==> src/rtl/x25519_mult_driver.sv <==
// Drives 32 column passes through one X25519 multiply-pass unit, then runs two carry
// squeezes to give a partially reduced 264-bit product. Option: X25519_MULT_OVERLAP_EN.
module x25519_mult_driver #(
  parameter int unsigned WORDS = 32
) (
  input  logic         clk,
  input  logic         rst_n,
  input  logic         start,
  input  logic [263:0] a,
  input  logic [263:0] b,
  output logic         busy,
  output logic         done,
  output logic [263:0] result,
  output logic         pass_en,
  output logic [263:0] pass_a,
  output logic [263:0] pass_b,
  output logic [4:0]   pass_i,
  input  logic         pass_valid,
  input  logic [31:0]  pass_out
);

  localparam logic [4:0] LastIdx = 5'(WORDS - 1);

  typedef enum logic [2:0] {StIdle, StIssue, StWait, StSq1, StSq2, StDone} state_e;

  state_e                       state_q, state_d;
  logic                         busy_q, busy_d;
  logic                         done_q, done_d;
  logic [263:0]                 result_q, result_d;
  logic                         pass_en_q, pass_en_d;
  logic [263:0]                 pass_a_q, pass_a_d;
  logic [263:0]                 pass_b_q, pass_b_d;
  logic [4:0]                   pass_i_q, pass_i_d;
  logic [4:0]                   j_q, j_d;
  logic [32:0]                  u_q, u_d;
  logic [WORDS-1:0][15:0]       limb_q, limb_d;
`ifndef X25519_MULT_OVERLAP_EN
  logic [WORDS-1:0][31:0]       col_q, col_d;
`endif
  logic [32:0]                  sum;
  logic [263:0]                 limbs_flat;

  // Limbs 0..30 contribute their low byte; limb 31 keeps its full 16 bits.
  always_comb begin
    limbs_flat = '0;
    for (int k = 0; k < int'(WORDS) - 1; k++) begin
      limbs_flat[8*k +: 8] = limb_q[k][7:0];
    end
    limbs_flat[263:248] = limb_q[WORDS-1];
  end

  always_comb begin
    state_d   = state_q;
    busy_d    = busy_q;
    done_d    = 1'b0;
    result_d  = result_q;
    pass_en_d = 1'b0;
    pass_a_d  = pass_a_q;
    pass_b_d  = pass_b_q;
    pass_i_d  = pass_i_q;
    j_d       = j_q;
    u_d       = u_q;
    limb_d    = limb_q;
`ifndef X25519_MULT_OVERLAP_EN
    col_d     = col_q;
`endif
    sum       = '0;
    unique case (state_q)
      StIdle: begin
        if (start) begin
          pass_a_d = a;
          pass_b_d = b;
          pass_i_d = '0;
          j_d      = '0;
          u_d      = '0;
          busy_d   = 1'b1;
          result_d = '0;
          state_d  = StIssue;
        end
      end
      StIssue: begin
        pass_en_d = 1'b1;
        state_d   = StWait;
      end
      StWait: begin
        if (pass_valid) begin
`ifdef X25519_MULT_OVERLAP_EN
          // First squeeze folded in: each column is carried into u as it arrives.
          sum = u_q + {1'b0, pass_out};
          if (pass_i_q == LastIdx) begin
            limb_d[WORDS-1] = {9'b0, sum[6:0]};
            u_d             = (sum >> 7) * 33'd19;
            j_d             = '0;
            state_d         = StSq2;
          end else begin
            limb_d[pass_i_q] = {8'b0, sum[7:0]};
            u_d              = sum >> 8;
            pass_i_d         = pass_i_q + 5'd1;
            state_d          = StIssue;
          end
`else
          col_d[pass_i_q] = pass_out;
          if (pass_i_q == LastIdx) begin
            state_d = StSq1;
          end else begin
            pass_i_d = pass_i_q + 5'd1;
            state_d  = StIssue;
          end
`endif
        end
      end
`ifndef X25519_MULT_OVERLAP_EN
      StSq1: begin
        sum = u_q + {1'b0, col_q[j_q]};
        if (j_q == LastIdx) begin
          // Bits above 2^255 wrap back in as 19x since 2^255 = 19 mod p.
          limb_d[WORDS-1] = {9'b0, sum[6:0]};
          u_d             = (sum >> 7) * 33'd19;
          j_d             = '0;
          state_d         = StSq2;
        end else begin
          limb_d[j_q] = {8'b0, sum[7:0]};
          u_d         = sum >> 8;
          j_d         = j_q + 5'd1;
        end
      end
`endif
      StSq2: begin
        if (j_q == LastIdx) begin
          limb_d[WORDS-1] = u_q[15:0] + limb_q[WORDS-1];
          state_d         = StDone;
        end else begin
          sum         = u_q + {25'b0, limb_q[j_q][7:0]};
          limb_d[j_q] = {8'b0, sum[7:0]};
          u_d         = sum >> 8;
          j_d         = j_q + 5'd1;
        end
      end
      StDone: begin
        result_d = limbs_flat;
        done_d   = 1'b1;
        busy_d   = 1'b0;
        state_d  = StIdle;
      end
      default: state_d = StIdle;
    endcase
  end

  always_ff @(posedge clk) begin
    if (!rst_n) begin
      state_q   <= StIdle;
      busy_q    <= 1'b0;
      done_q    <= 1'b0;
      result_q  <= '0;
      pass_en_q <= 1'b0;
      pass_a_q  <= '0;
      pass_b_q  <= '0;
      pass_i_q  <= '0;
      j_q       <= '0;
      u_q       <= '0;
      limb_q    <= '0;
`ifndef X25519_MULT_OVERLAP_EN
      col_q     <= '0;
`endif
    end else begin
      state_q   <= state_d;
      busy_q    <= busy_d;
      done_q    <= done_d;
      result_q  <= result_d;
      pass_en_q <= pass_en_d;
      pass_a_q  <= pass_a_d;
      pass_b_q  <= pass_b_d;
      pass_i_q  <= pass_i_d;
      j_q       <= j_d;
      u_q       <= u_d;
      limb_q    <= limb_d;
`ifndef X25519_MULT_OVERLAP_EN
      col_q     <= col_d;
`endif
    end
  end

  assign busy    = busy_q;
  assign done    = done_q;
  assign result  = result_q;
  assign pass_en = pass_en_q;
  assign pass_a  = pass_a_q;
  assign pass_b  = pass_b_q;
  assign pass_i  = pass_i_q;

endmodule

==> config.mk <==
export PLATFORM = sky130hd
export DESIGN_NAME = x25519_mult_driver
export DESIGN_NICKNAME = d
export VERILOG_FILES = /design/src/rtl/x25519_mult_driver.sv
export SDC_FILE = /design/constraint.sdc
export NUM_CORES = 2
export LEC_CHECK = 0
export BUFFER_PORTS_ARGS = -buffer_cell sky130_fd_sc_hd__clkbuf_2
export CAP_MARGIN = 20
export CORE_AREA = 2 2 529 531
export DETAILED_ROUTE_END_ITERATION = 12
export DIE_AREA = 0 0 531 533
export PLACE_DENSITY = 0.5
export SYNTH_ARGS = -nofsm -noshare
export SYNTH_HDL_FRONTEND = slang
export SYNTH_SLANG_ARGS = --single-unit
==> constraint.sdc <==
create_clock -name clk -period 8.55 [get_ports clk]
set_input_delay 0 -clock clk [delete_from_list [all_inputs] [get_ports clk]]
set_output_delay 0 -clock clk [all_outputs]
set_load 0.005 [all_outputs]
Yosys cells after proc, flatten, opt, wreduce, memory -nomap -nowiden:

Index checks and enable logic that the tools add are counted.

* register bits after elaboration: 2377
* word-level logic and storage cells: 151
* input port bits: 564

* multiply operators: 1
* magnitude comparators: 4
* equality and inequality tests: 14
* add/subtract/negate cells: 5
* muxes and demuxes: 39
* reductions and logical operators: 14

Operator list (count)
* bitwise mux 1024 bit: 1
* bitwise mux 512 bit: 2
* one-hot mux 512 bit (2 select lines): 1
* two-way mux 496 bit: 2
* one-hot mux 264 bit (2 select lines): 1
* two-way mux 264 bit: 1
* binary-select mux 32 bit (select 5 bit): 1
* demux 32 bit (select 5 bit): 1
* one-hot mux 33 bit (3 select lines): 1
* binary-select mux 16 bit (select 5 bit): 1
* demux 16 bit (select 5 bit): 1
* two-way mux 33 bit: 2
* two-way mux 32 bit: 2
* two-way mux 16 bit: 3
* adder 33 x 32 -> 33 bit: 1
* adder 33 x 8 -> 33 bit: 1
* multiplier 26 x 5 -> 31 bit, second input constant: 1
* two-way mux 31 bit: 1
* two-way mux 5 bit: 5
* adder 16 bit: 1
* one-hot mux 3 bit (5 select lines): 1
* one-hot mux 5 bit (3 select lines): 1
* != test 2 bit, second input constant: 7
* < comparator 5 x 6 -> 1 bit, second input constant: 2
* other kinds (19): 36

Longest topological paths before layout:

* depth after elaboration: 7
* depth in mapped cells: 32
* mapped depth without buffers: 29

Worst setup path after synthesis:

Ideal clock, no wire load.

* kind: register to register
* from: register j_q[0]
* to: register u_q[28]
* period minus slack after synthesis: 7423 ps
* data arrival time: 7296 ps
* data required time: 8423 ps
* library setup time: 127 ps
* buffers on the path: 4
* cell stages (with the launch flop): 31
* slack: 1127 ps
* cells stage by stage: dfxtp_1 buf_2 buf_2 clkbuf_1 buf_1 mux4_2 a22oi_1 nand4_1 ha_1 fa_1 a211oi_2 o21ai_0 a21oi_2 a2111oi_2 o211a_1 o21a_1 o311a_1 inv_1 ha_1 inv_1 fa_1 inv_1 ha_1 a21oi_1 o21ai_0 a21o_1 a21o_1 a221o_1 a211oi_1 nor4b_1 or3_1

* word-level cells in the longest chain between the ends: 6

RTL lines
* start, declared: line 34 `logic [4:0] j_q, j_d;`
* start signal, assigned: line 174 `j_q <= j_d;`
* binary-select mux 32 bit (select 5 bit): line 114 `sum = u_q + {1'b0, col_q[j_q]};`
* two-way mux 32 bit (implied by the code): line 114
* adder 33 x 32 -> 33 bit: line 114
* multiplier 26 x 5 -> 31 bit: line 118 `u_d = (sum >> 7) * 33'd19;`
* two-way mux 31 bit: line 115 `if (j_q == LastIdx) begin`
* one-hot mux 33 bit (3 select lines): line 68 `unique case (state_q)`
* end signal, assigned: line 175 `u_q <= u_d;`
* end, declared: line 35 `logic [32:0] u_q, u_d;`

Parallel ways exist; a longest one is shown, timed or not. The select of a mux whose other input is x is not followed.
A chain may end at the register's enable or synchronous reset.

Worst setup path in the final report:

* from: register j_q[4]
* to: register u_q[28]

Same word-level chain as after synthesis.

==> reports/metrics.yaml <==
status: "complete, no violations"
portBuffers: 1363
vias: 86363
syn_area_sq_mm: 0.08707
crit_type: "reg2reg"
synthFlopType: "dfxtp_1"
rsz0062_at_grt: "no"
cts_setup_buffers: 0
cp.buffers_inverters: 5
place_ws_ns: 0.7192
synth_seq_area_share_pct: 48.90
cts_buffers: 240
finalHoldViolations: 0
drc: 0
avgRoutedWirePerCell_um: 29.14
slowest_delay_ns: 0.70
skew_ns: 0.08933
drive_above_1_share_pct: 19.73
p_seq_share_pct: 42.7
power_density_mw_per_mm2: 209.4
clock_sinks: 2127
clock_path_buffers: 4
worst_setup_path_end_kind: "flop"
drt-vias-per-instance: 5.355
period_needed_ns: 8.129
core-area_sq_mm: 0.2779
syn_inst: 10154
clock.fmax_mhz: 123.0
clkSlewWorstSetupHoldPaths_ns: 0.06
use_met1_pct: 44.30
detail-route-antenna-nets: 0
cp-endpoint: "u_q[28]$_SDFFE_PN0P_"
hold-worst-slack_ns: 0.04408
synth_seq_cells: 2127
synth_edf_count: 0
crit_fanout: 20
worstReg2RegEnd: "u_q[28]$_SDFFE_PN0P_"
critPathRequiredTime_ns: 9.30
root_buffer: "clkbuf_16"
grt_max_degree: 215
switching_share_pct: 27.36
cp-start-kind: "flop"
clk_latency_ns: 0.95
die_h_um: 533
hp-class: "in2reg"
p_clk_share_pct: 45.5
combinationalPowerShare_pct: 11.8
die_w_um: 531
cts_max_level: 4
grt_pass1_vias: 81769
grt_first_pass_wirelength_um: 644100
timing.final.crit_share_pct: 95.08
dp_hpwl_um: 328600
arrival_ns: 8.87
syn_to_final_growth_pct: 34.07
die_area_sq_mm: 0.2830
setup_violations: 0
gp_congestion: 1.018
rr_worst_depth: 28
r2r_slack_ns: 0.42
fin_ws_ns: 0.4209
p_leak_uw: 0.04378
gr-total-overflow: 0
use_met2_pct: 47.50
cts_tree: "done"
ir_worst_vdd_mv: 0.1820
async_flop_share_pct: 0
critical-path-slowest-cell: "dfxtp_1"
wl_um: 469900
syn-num-nets: 10863
cap_violations: 0
slew_headroom_pct: 7.341
num_rows: 194
firstDrtPassIters: 6
p_sw_uw: 6688
ioPinCount: 1364
crit_cells: 28
final_max_slew_viol_count: 0
p_int_uw: 17760
layout.nets: 12894
worstSetupStartpoint: "j_q[4]$_SDFFE_PN0P_"
rr_startpoint: "j_q[4]$_SDFFE_PN0P_"
drtIter0Drc: 9176
grt.total_usage_pct: 31.74
tns_ns: 0
grt_use_met3_pct: 6.825
initial_core_util_pct: 31.33
ys_warn_count: 0
antenna_found_initial: 75
ys_types: 82
gr-max-usage-layer: "met2"
worst_pin_slew_ns: 1.390
cp_top_family: "compound AO/OA/AOI/OAI gates"
syn_area_per_cell_sq_um: 8.575
-- power groups by stage --
stage	Clock (uW)	Sequential [uW]	Combinational, uW
after floorplan	0	10600	1150
after CTS	11300	10400	2830
after global routing	11700	10500	3050
final	11100	10400	2880
after detailed placement	0	10600	2370
after global placement	0	10600	2380
-- cells by family after synthesis --
group | after synthesis | synth area share, %
flip-flops | 2127 | 48.90
XOR/XNOR | 88 | 0.8851
multiplexers | 333 | 8.426
AND/OR/NAND/NOR | 3857 | 17.29
buffers and inverters | 989 | 4.317
AO/OA/AOI/OAI | 2615 | 17.88
adder cells (fa/ha/maj) | 145 | 2.299
-- worst min-delay path by stage --
stage	from	endpoint	slack, ns	cells past startpoint
after floorplan	pass_out[8]	col_q[1000]$_SDFFE_PN0P_	0.14	2
after global placement	a[163]	pass_a[163]$_SDFFE_PN0P_	0.22	3
after detailed placement	b[106]	pass_b[106]$_SDFFE_PN0P_	0.23	3
after CTS	b[252]	pass_b[252]$_SDFFE_PN0P_	0.0006	4
after global routing	a[12]	pass_a[12]$_SDFFE_PN0P_	0.03	4
final	b[196]	pass_b[196]$_SDFFE_PN0P_	0.04	4
-- synthesized netlist by cell type (5+ instances only) --
| library cell | instances | area share [%] |
|---|---|---|
| nand2_1 | 3260 | 14 |
| dfxtp_1 | 2127 | 49 |
| a21oi_1 | 1705 | 9.8 |
| clkbuf_1 | 818 | 3.5 |
| nor2_1 | 360 | 1.6 |
| mux4_2 | 320 | 8.3 |
| a22o_1 | 267 | 2.7 |
| a211oi_1 | 200 | 1.7 |
| a22oi_1 | 170 | 1.5 |
| o21ai_0 | 122 | 0.70 |
| ha_1 | 120 | 1.7 |
| inv_1 | 112 | 0.48 |
| xnor2_1 | 59 | 0.59 |
| nand4_1 | 49 | 0.35 |
| nand3_1 | 39 | 0.22 |
| nor3_1 | 39 | 0.22 |
| buf_2 | 37 | 0.21 |
| xor2_1 | 29 | 0.29 |
| a21o_1 | 27 | 0.23 |
| fa_1 | 25 | 0.57 |
| buf_1 | 21 | 0.091 |
| and3_1 | 17 | 0.12 |
| mux2i_1 | 13 | 0.15 |
| a221oi_1 | 11 | 0.11 |
| a31oi_1 | 11 | 0.079 |
| and2_1 | 11 | 0.079 |
| nand2b_1 | 11 | 0.079 |
| o211ai_1 | 11 | 0.095 |
| o21a_1 | 11 | 0.095 |
| o21bai_1 | 11 | 0.095 |
| a222oi_1 | 9 | 0.10 |
| nor2b_1 | 9 | 0.065 |
| nor3b_1 | 9 | 0.078 |
| or2_2 | 9 | 0.065 |
| or3_1 | 9 | 0.065 |
| nand3b_1 | 7 | 0.060 |
| nor4_1 | 6 | 0.043 |
| a21boi_0 | 5 | 0.043 |
| o2111ai_1 | 5 | 0.050 |
| o21ai_1 | 5 | 0.029 |
-- cells in the final DEF (no fill, tap or decap), drive strengths merged, types with 120 or more instances in the layout --
cell type and instances:
a211oi 201, mux4 320, clkbuf 1708, o21ai 127, buf 252, dlygate4sd3 1050
nand2 3260, ha 120, a21oi 1708, a22o 267, nor2 360, dfxtp 2127
a22oi 170
-- cell type report --
class                      count  area, sq um
antenna                       19        47.55
clock buffer                 345         7063
clock inverter                96         1339
fill                       27262       161200
inverter                     113        431.7
multi-input combinational   7038        41030
sequential                  2127        42590
tap                         3724         4659
timing repair buffer        2665        19580
-- state kept, by name, indices dropped and copies added (netlist names) --
signal   flops
busy         1
col_q     1024
done         1
j_q          5
limb_q     264
pass_a     264
pass_b     264
pass_en      1
pass_i       5
result     264
state_q      3
u_q         31
-- timing repair --
action                                   CTS  global route
gates resized for setup                    0             1
endpoints found under the setup margin     0             1
endpoints found under the hold margin   1551             0
hold buffers                            1050             0
-- worst register-to-register path: cells and delay by family, from the launching register on --
family          cells  cell delay (ns)
flops               1             0.70
compound gates     12             3.12
buf+inv             5             0.65
simple gates        7             1.92
fa+ha+maj           4             1.56
-- per-stage QoR --
step           utilization, %  area, sq um  cells  total power (uW)
3_5_place_dp            35.14        97670  14607             13020
6_report                42.00       116700  16127             24450
3_3_place_gp            35.13        97650  14606             13010
2_1_floorplan               -        87070  10154             11710
4_1_cts                 41.95       116600  16098             24540
5_1_grt                 41.99       116700  16114             25170
-- layer usage --
| layer | vias up | part of all wire (%) |
|---|---|---|
| li1 | 38848 | - |
| met1 | 42611 | 44 |
| met2 | 4057 | 43 |
| met3 | 819 | 8.6 |
| met4 | 28 | 4.3 |
| met5 | - | 0.044 |
Power figures use the tool's default switching activity.
